===== src/rtl/fp_ctrl_pkg.sv =====
// Shared constants and the round-robin arbitration helper for the FPU
// multiplier sequencer.
package fp_ctrl_pkg;

  // Sequencer state encoding
  localparam logic [1:0] ST_IDLE = 2'd0;
  localparam logic [1:0] ST_CALC = 2'd1;
  localparam logic [1:0] ST_RESP = 2'd2;

  // Number of requesters sharing the multiplier
  localparam int NUM_REQ = 2;

  // IEEE-754 single-precision constants
  localparam logic [31:0] FP_ZERO = 32'h0000_0000;
  localparam logic [31:0] FP_ONE  = 32'h3F80_0000;

  // One-hot grant: a lone requester wins; on a tie the requester that was
  // not granted last wins.
  function automatic logic [NUM_REQ-1:0] arb_grant(
    input logic [NUM_REQ-1:0] valid,
    input logic               last_grant
  );
    logic [NUM_REQ-1:0] grant;
    grant = '0;
    case (valid)
      2'b01:   grant = 2'b01;
      2'b10:   grant = 2'b10;
      2'b11:   grant = last_grant ? 2'b01 : 2'b10;
      default: grant = '0;
    endcase
    return grant;
  endfunction

endpackage


===== src/rtl/fp_mul_32.sv =====
// Combinational single-precision multiplier. A zero exponent field on
// either operand flushes the product to zero; NaN/Inf are not treated
// specially and exponent overflow simply wraps.
module fp_mul_32
  import fp_ctrl_pkg::*;
(
  input  logic [31:0] a,
  input  logic [31:0] b,
  output logic [31:0] p
);

  logic [47:0] prod;
  logic [46:0] norm;
  logic [22:0] mant;
  logic        guard;
  logic        sticky;
  logic        round_up;
  logic [23:0] mant_rnd;
  logic [7:0]  exp_res;

  // Multiply significands, normalise, round to nearest even, rebias exponent
  always_comb begin
    prod     = {24'b0, 1'b1, a[22:0]} * {24'b0, 1'b1, b[22:0]};
    norm     = prod[47] ? prod[46:0] : {prod[45:0], 1'b0};
    mant     = norm[46:24];
    guard    = norm[23];
    sticky   = |norm[22:0];
    round_up = guard & (sticky | mant[0]);
    // A rounding carry out leaves the fraction at zero and bumps the exponent
    mant_rnd = {1'b0, mant} + {23'b0, round_up};
    exp_res  = a[30:23] + b[30:23] - 8'd127 + {7'b0, prod[47]} + {7'b0, mant_rnd[23]};
    if (a[30:23] == 8'd0 || b[30:23] == 8'd0) begin
      p = FP_ZERO;
    end else begin
      p = {a[31] ^ b[31], exp_res, mant_rnd[22:0]};
    end
  end

endmodule


===== src/rtl/fp_mul_arbiter.sv =====
// Two-port round-robin sequencer for the shared combinational multiplier:
// accepts one operand pair, holds it for CALC_CYCLES, captures the product
// and returns it to the granted requester.
module fp_mul_arbiter
  import fp_ctrl_pkg::*;
#(
  parameter int CALC_CYCLES = 1,
  parameter int FIRST_GRANT = 0
) (
  input  logic               clk,
  input  logic               reset,
  input  logic [NUM_REQ-1:0] req_valid,
  output logic [NUM_REQ-1:0] req_ready,
  input  logic [31:0]        req_a0,
  input  logic [31:0]        req_b0,
  input  logic [31:0]        req_a1,
  input  logic [31:0]        req_b1,
  output logic [NUM_REQ-1:0] rsp_valid,
  input  logic [NUM_REQ-1:0] rsp_ready,
  output logic [31:0]        rsp_result,
  output logic               busy
);

  localparam logic [3:0] CNT_LOAD = 4'(CALC_CYCLES - 1);
  localparam logic       FG       = 1'(FIRST_GRANT);

  logic [1:0]         state_q, state_d;
  logic [3:0]         cnt_q, cnt_d;
  logic               cur_id_q, cur_id_d;
  logic               last_grant_q, last_grant_d;
  logic [31:0]        op_a_q, op_a_d;
  logic [31:0]        op_b_q, op_b_d;
  logic [31:0]        rsp_result_q, rsp_result_d;
  logic [NUM_REQ-1:0] grant_oh;
  logic [31:0]        mul_p;

  assign grant_oh = arb_grant(req_valid, last_grant_q);

  fp_mul_32 u_mul (
    .a (op_a_q),
    .b (op_b_q),
    .p (mul_p)
  );

  // State register; last_grant resets to the loser so FIRST_GRANT wins the first tie
  always_ff @(posedge clk) begin
    if (reset) begin
      state_q      <= ST_IDLE;
      cnt_q        <= 4'd0;
      cur_id_q     <= 1'b0;
      last_grant_q <= ~FG;
      op_a_q       <= FP_ZERO;
      op_b_q       <= FP_ZERO;
      rsp_result_q <= FP_ZERO;
    end else begin
      state_q      <= state_d;
      cnt_q        <= cnt_d;
      cur_id_q     <= cur_id_d;
      last_grant_q <= last_grant_d;
      op_a_q       <= op_a_d;
      op_b_q       <= op_b_d;
      rsp_result_q <= rsp_result_d;
    end
  end

  // Next-state: grant and latch in IDLE, count down in CALC, wait for handshake in RESP
  always_comb begin
    state_d      = state_q;
    cnt_d        = cnt_q;
    cur_id_d     = cur_id_q;
    last_grant_d = last_grant_q;
    op_a_d       = op_a_q;
    op_b_d       = op_b_q;
    rsp_result_d = rsp_result_q;
    case (state_q)
      ST_IDLE: begin
        if (|grant_oh) begin
          op_a_d   = grant_oh[1] ? req_a1 : req_a0;
          op_b_d   = grant_oh[1] ? req_b1 : req_b0;
          cur_id_d = grant_oh[1];
          cnt_d    = CNT_LOAD;
          state_d  = ST_CALC;
        end
      end
      ST_CALC: begin
        if (cnt_q != 4'd0) begin
          cnt_d = cnt_q - 4'd1;
        end else begin
          rsp_result_d = mul_p;
          state_d      = ST_RESP;
        end
      end
      ST_RESP: begin
        if (rsp_ready[cur_id_q]) begin
          last_grant_d = cur_id_q;
          state_d      = ST_IDLE;
        end
      end
      default: state_d = ST_IDLE;
    endcase
  end

  // Outputs: ready only while idle and out of reset, response one-hot in RESP
  always_comb begin
    req_ready  = '0;
    rsp_valid  = '0;
    busy       = (state_q != ST_IDLE);
    rsp_result = rsp_result_q;
    if (state_q == ST_IDLE && !reset) begin
      req_ready = grant_oh;
    end
    if (state_q == ST_RESP) begin
      rsp_valid[cur_id_q] = 1'b1;
    end
  end

endmodule


===== config.mk =====
export PLATFORM = sky130hd
export DESIGN_NAME = fp_mul_arbiter
export DESIGN_NICKNAME = d
export VERILOG_FILES = /design/src/rtl/fp_ctrl_pkg.sv /design/src/rtl/fp_mul_32.sv /design/src/rtl/fp_mul_arbiter.sv
export SDC_FILE = /design/constraint.sdc
export NUM_CORES = 2
export LEC_CHECK = 0
export CORE_ASPECT_RATIO = 0.75
export CORE_UTILIZATION = 52
export DETAILED_ROUTE_END_ITERATION = 12
export MAX_ROUTING_LAYER = met4
export PLACE_DENSITY_LB_ADDON = 0.12
export SLEW_MARGIN = 25
export SYNTH_ARGS = -nofsm -noshare
export SYNTH_HDL_FRONTEND = slang
export SYNTH_SLANG_ARGS = --single-unit

===== constraint.sdc =====
create_clock -name clk -period 16.9 [get_ports clk]
set_input_delay 4.225 -clock clk [delete_from_list [all_inputs] [get_ports clk]]
set_output_delay 4.225 -clock clk [all_outputs]
set_load 0.1 [all_outputs]

==> flow_metrics.tcl <==
set metrics [dict create \
    vias 20353 \
    netlist_area_sq_um 25000 \
    nNetsFinal 3793 \
    final_cell_mix "inv_1, fa_1, nand2_1" \
    worstHoldStart "rsp_result[3]" \
    die_x_microns 255 \
    area_growth_pct 10.2 \
    clock_latency_ns 0.39 \
    fin_crit_sh_pct 73.7 \
    seq_area_sq_um 2090 \
    status "finished, final reports clean" \
    wire_per_inst_microns 20.1 \
    layout_commonest_cell "inv_1" \
    yosysWarnings 0 \
    pin_count 171 \
    grt_max_degree 93 \
    grt_pass1_vias 21064 \
    synthAdderAreaFrac_pct 48.2 \
    drt_iter0_drc 1406 \
    cts_tree "yes" \
    antenna_left 0 \
    crit_fanout 23 \
    antenna_cells 0 \
    clock-sinks 104 \
    ys_seq_area_share_pct 8.33 \
    avgSynthCellArea_sq_um 8.57 \
    drive_gt1_share_pct 2.88 \
    final_cells 3630 \
    hp-class "reg -> reg" \
    postCtsSetupBuffers 0 \
    routed_wl_microns 72900 \
    critPathCaptureType "flop" \
    path_class "reg -> reg" \
    gp_congestion 0.937 \
    io_buffers 170 \
    gr-total-overflow 0 \
    cp_common_cell "inv_1" \
    initial_core_util_pct 52.7 \
    synth-xor-area-share_pct 1.96 \
    path_buf_inv 8 \
    finalCriticalPeriod_ns 12.45 \
    antenna_found_initial 1 \
    placementRows 69 \
    synthesis.nets 3723 \
    drt_pre_antenna_iters 5 \
    rsz0062_at_grt "no" \
    clock-root-buffer "clkbuf_16" \
    synth_compound_area_share_pct 9.02 \
    dieArea_sq_um 49000 \
    syn_inst 2916 \
    die_h_microns 192 \
    worstReg2RegStart "op_a_q[8]" \
    timing.hold.ws_ns 0.459 \
    synthArstFlopShare_pct 0 \
    ys_top_cells_by_area "fa_1, ha_1, inv_1, dfxtp_1, and2_1" \
    critPathArrivalTime_ns 12.69 \
    synth_top_cell_by_area "fa_1" \
    tightest_slew_ns 1.14 \
    synthMuxAreaShare_pct 3.33 \
    cp.required_ns 17.14 \
    cap_violations 0 \
    max_freq_mhz 80.3 \
    slew-limit-headroom_pct 23.0 \
    fin_tns_setup_ns 0 \
    cts_resized 0 \
    hold_viol_final 0 \
    critPathSlowestCell "dfxtp_1" \
    ctsHoldBuffers 0 \
    slowest_delay_ns 0.93 \
    cts-buffers-inserted 9 \
    grt_pass1_wl_microns 116000 \
    synthSimpleGateAreaFrac_pct 17.8 \
    drv_slew 0 \
    cp-start-kind "flop" \
    setup_viol 0 \
    track_usage_pct 32.1 \
    dp_hpwl_microns 58600 \
    clk_path_buf_depth 2 \
    ys_seq_elements 104 \
    multi_input_area_sq_um 20100 \
    critical_path.top_delay_family "adder cells" \
    ys.flop_type "dfxtp_1" \
    yosys.area.top_type_share_pct 38.7 \
    synth_edf_count 0 \
    finClkSkew_ns 0.0189 \
    cp-startpoint "op_a_q[8]" \
    htreeDepth 3 \
    place_inst 3614 \
    via_per_inst 5.61 \
    core-area_sq_um 47400 \
    synth_top_family_by_area "adder cells" \
    n_fill_cell 4284 \
    ys_types 75 \
    drc 0 \
    clkTransAtPathRegs_ns 0.09 \
]
## worst min-delay path: cells and delay by family (launching register included)
family	cells	cell delay, ns
AND/OR/NAND/NOR	1	0.05
flip-flops	1	0.31
AO/OA/AOI/OAI	1	0.05
## cell families after synthesis
logic type      count (synthesis)
buf+inv                       752
mux                            83
simple gates                  921
flops                         104
compound gates                327
fa+ha+maj                     673
xor+xnor                       56
## cell type report
type,instances,share of cell area [%]
Multi-Input combinational cell,2060,73.0
Tap cell,639,2.90
Sequential cell,104,7.57
Timing Repair Buffer,214,7.36
Clock inverter,7,0.254
Clock buffer,9,0.817
Inverter,597,8.13
## layer usage
metal  share of wire [%]  wire (microns)  up-vias  GRT usage, %
li1                    -               -     9194             -
met1                  43           31100    10401          41.8
met2                  47           34400      622          51.0
met3                 6.4            4660      136          4.89
met4                 3.7            2670        0          11.2
met5                   0               0        -             -
## state kept, by name, summed over array words and instances (netlist names)
name	flops
state_q	2
cnt_q	4
op_b_q	32
last_grant_q	1
cur_id_q	1
op_a_q	32
rsp_result	32
## cells in the mapped netlist, types with 4 or more instances
library cell  instances
nor2b_1               9
or2_2                 6
and2_1              243
a32o_1                5
o2111ai_1             6
nand4_1              23
xor2_1               17
or4_1                 7
clkbuf_1            135
xnor2_1              39
a22oi_1              13
inv_1               594
o211ai_1             12
nor4b_1               4
nand3_1              19
a21oi_1              77
dfxtp_1             104
o21ai_1               4
o31ai_1               7
nand2b_1              9
a31oi_1               8
a211oi_1             72
nor4_1               15
nor3_1               33
nor2_1              180
o21a_1                5
o21ai_0              40
or3_1                 5
nand2_1             341
nor3b_1               5
and3_1                8
fa_1                483
buf_1                12
o21bai_1              8
ha_1                190
o311ai_0              9
a21o_1               18
nand3b_1              5
buf_2                 7
mux2i_1              81
## final timing paths
path / end / slack [ns] / cells past startpoint
min: rsp_result[3] / 0.46 / 2
max: rsp_result[30] / 4.45 / 36
max reg2reg: rsp_result[30] / 4.45 / 36
min reg2reg: rsp_result[3] / 0.46 / 2
## per-stage QoR
| stage | instance area (sq um) | worst slack, ns | utilization, % |
|---|---|---|---|
| CTS | 27500 | 4.71 | 58.1 |
| global route | 27600 | 3.85 | 58.1 |
| finish | 27600 | 4.45 | 58.1 |
| global placement | 27300 | 4.84 | 57.5 |
| detailed placement | 27300 | 4.75 | 57.5 |
| floorplan | 25000 | 5.63 | - |
Power is left out: the tool's default activity adds up to more than one toggle a clock period on the data nets, which glitch-free logic cannot reach.
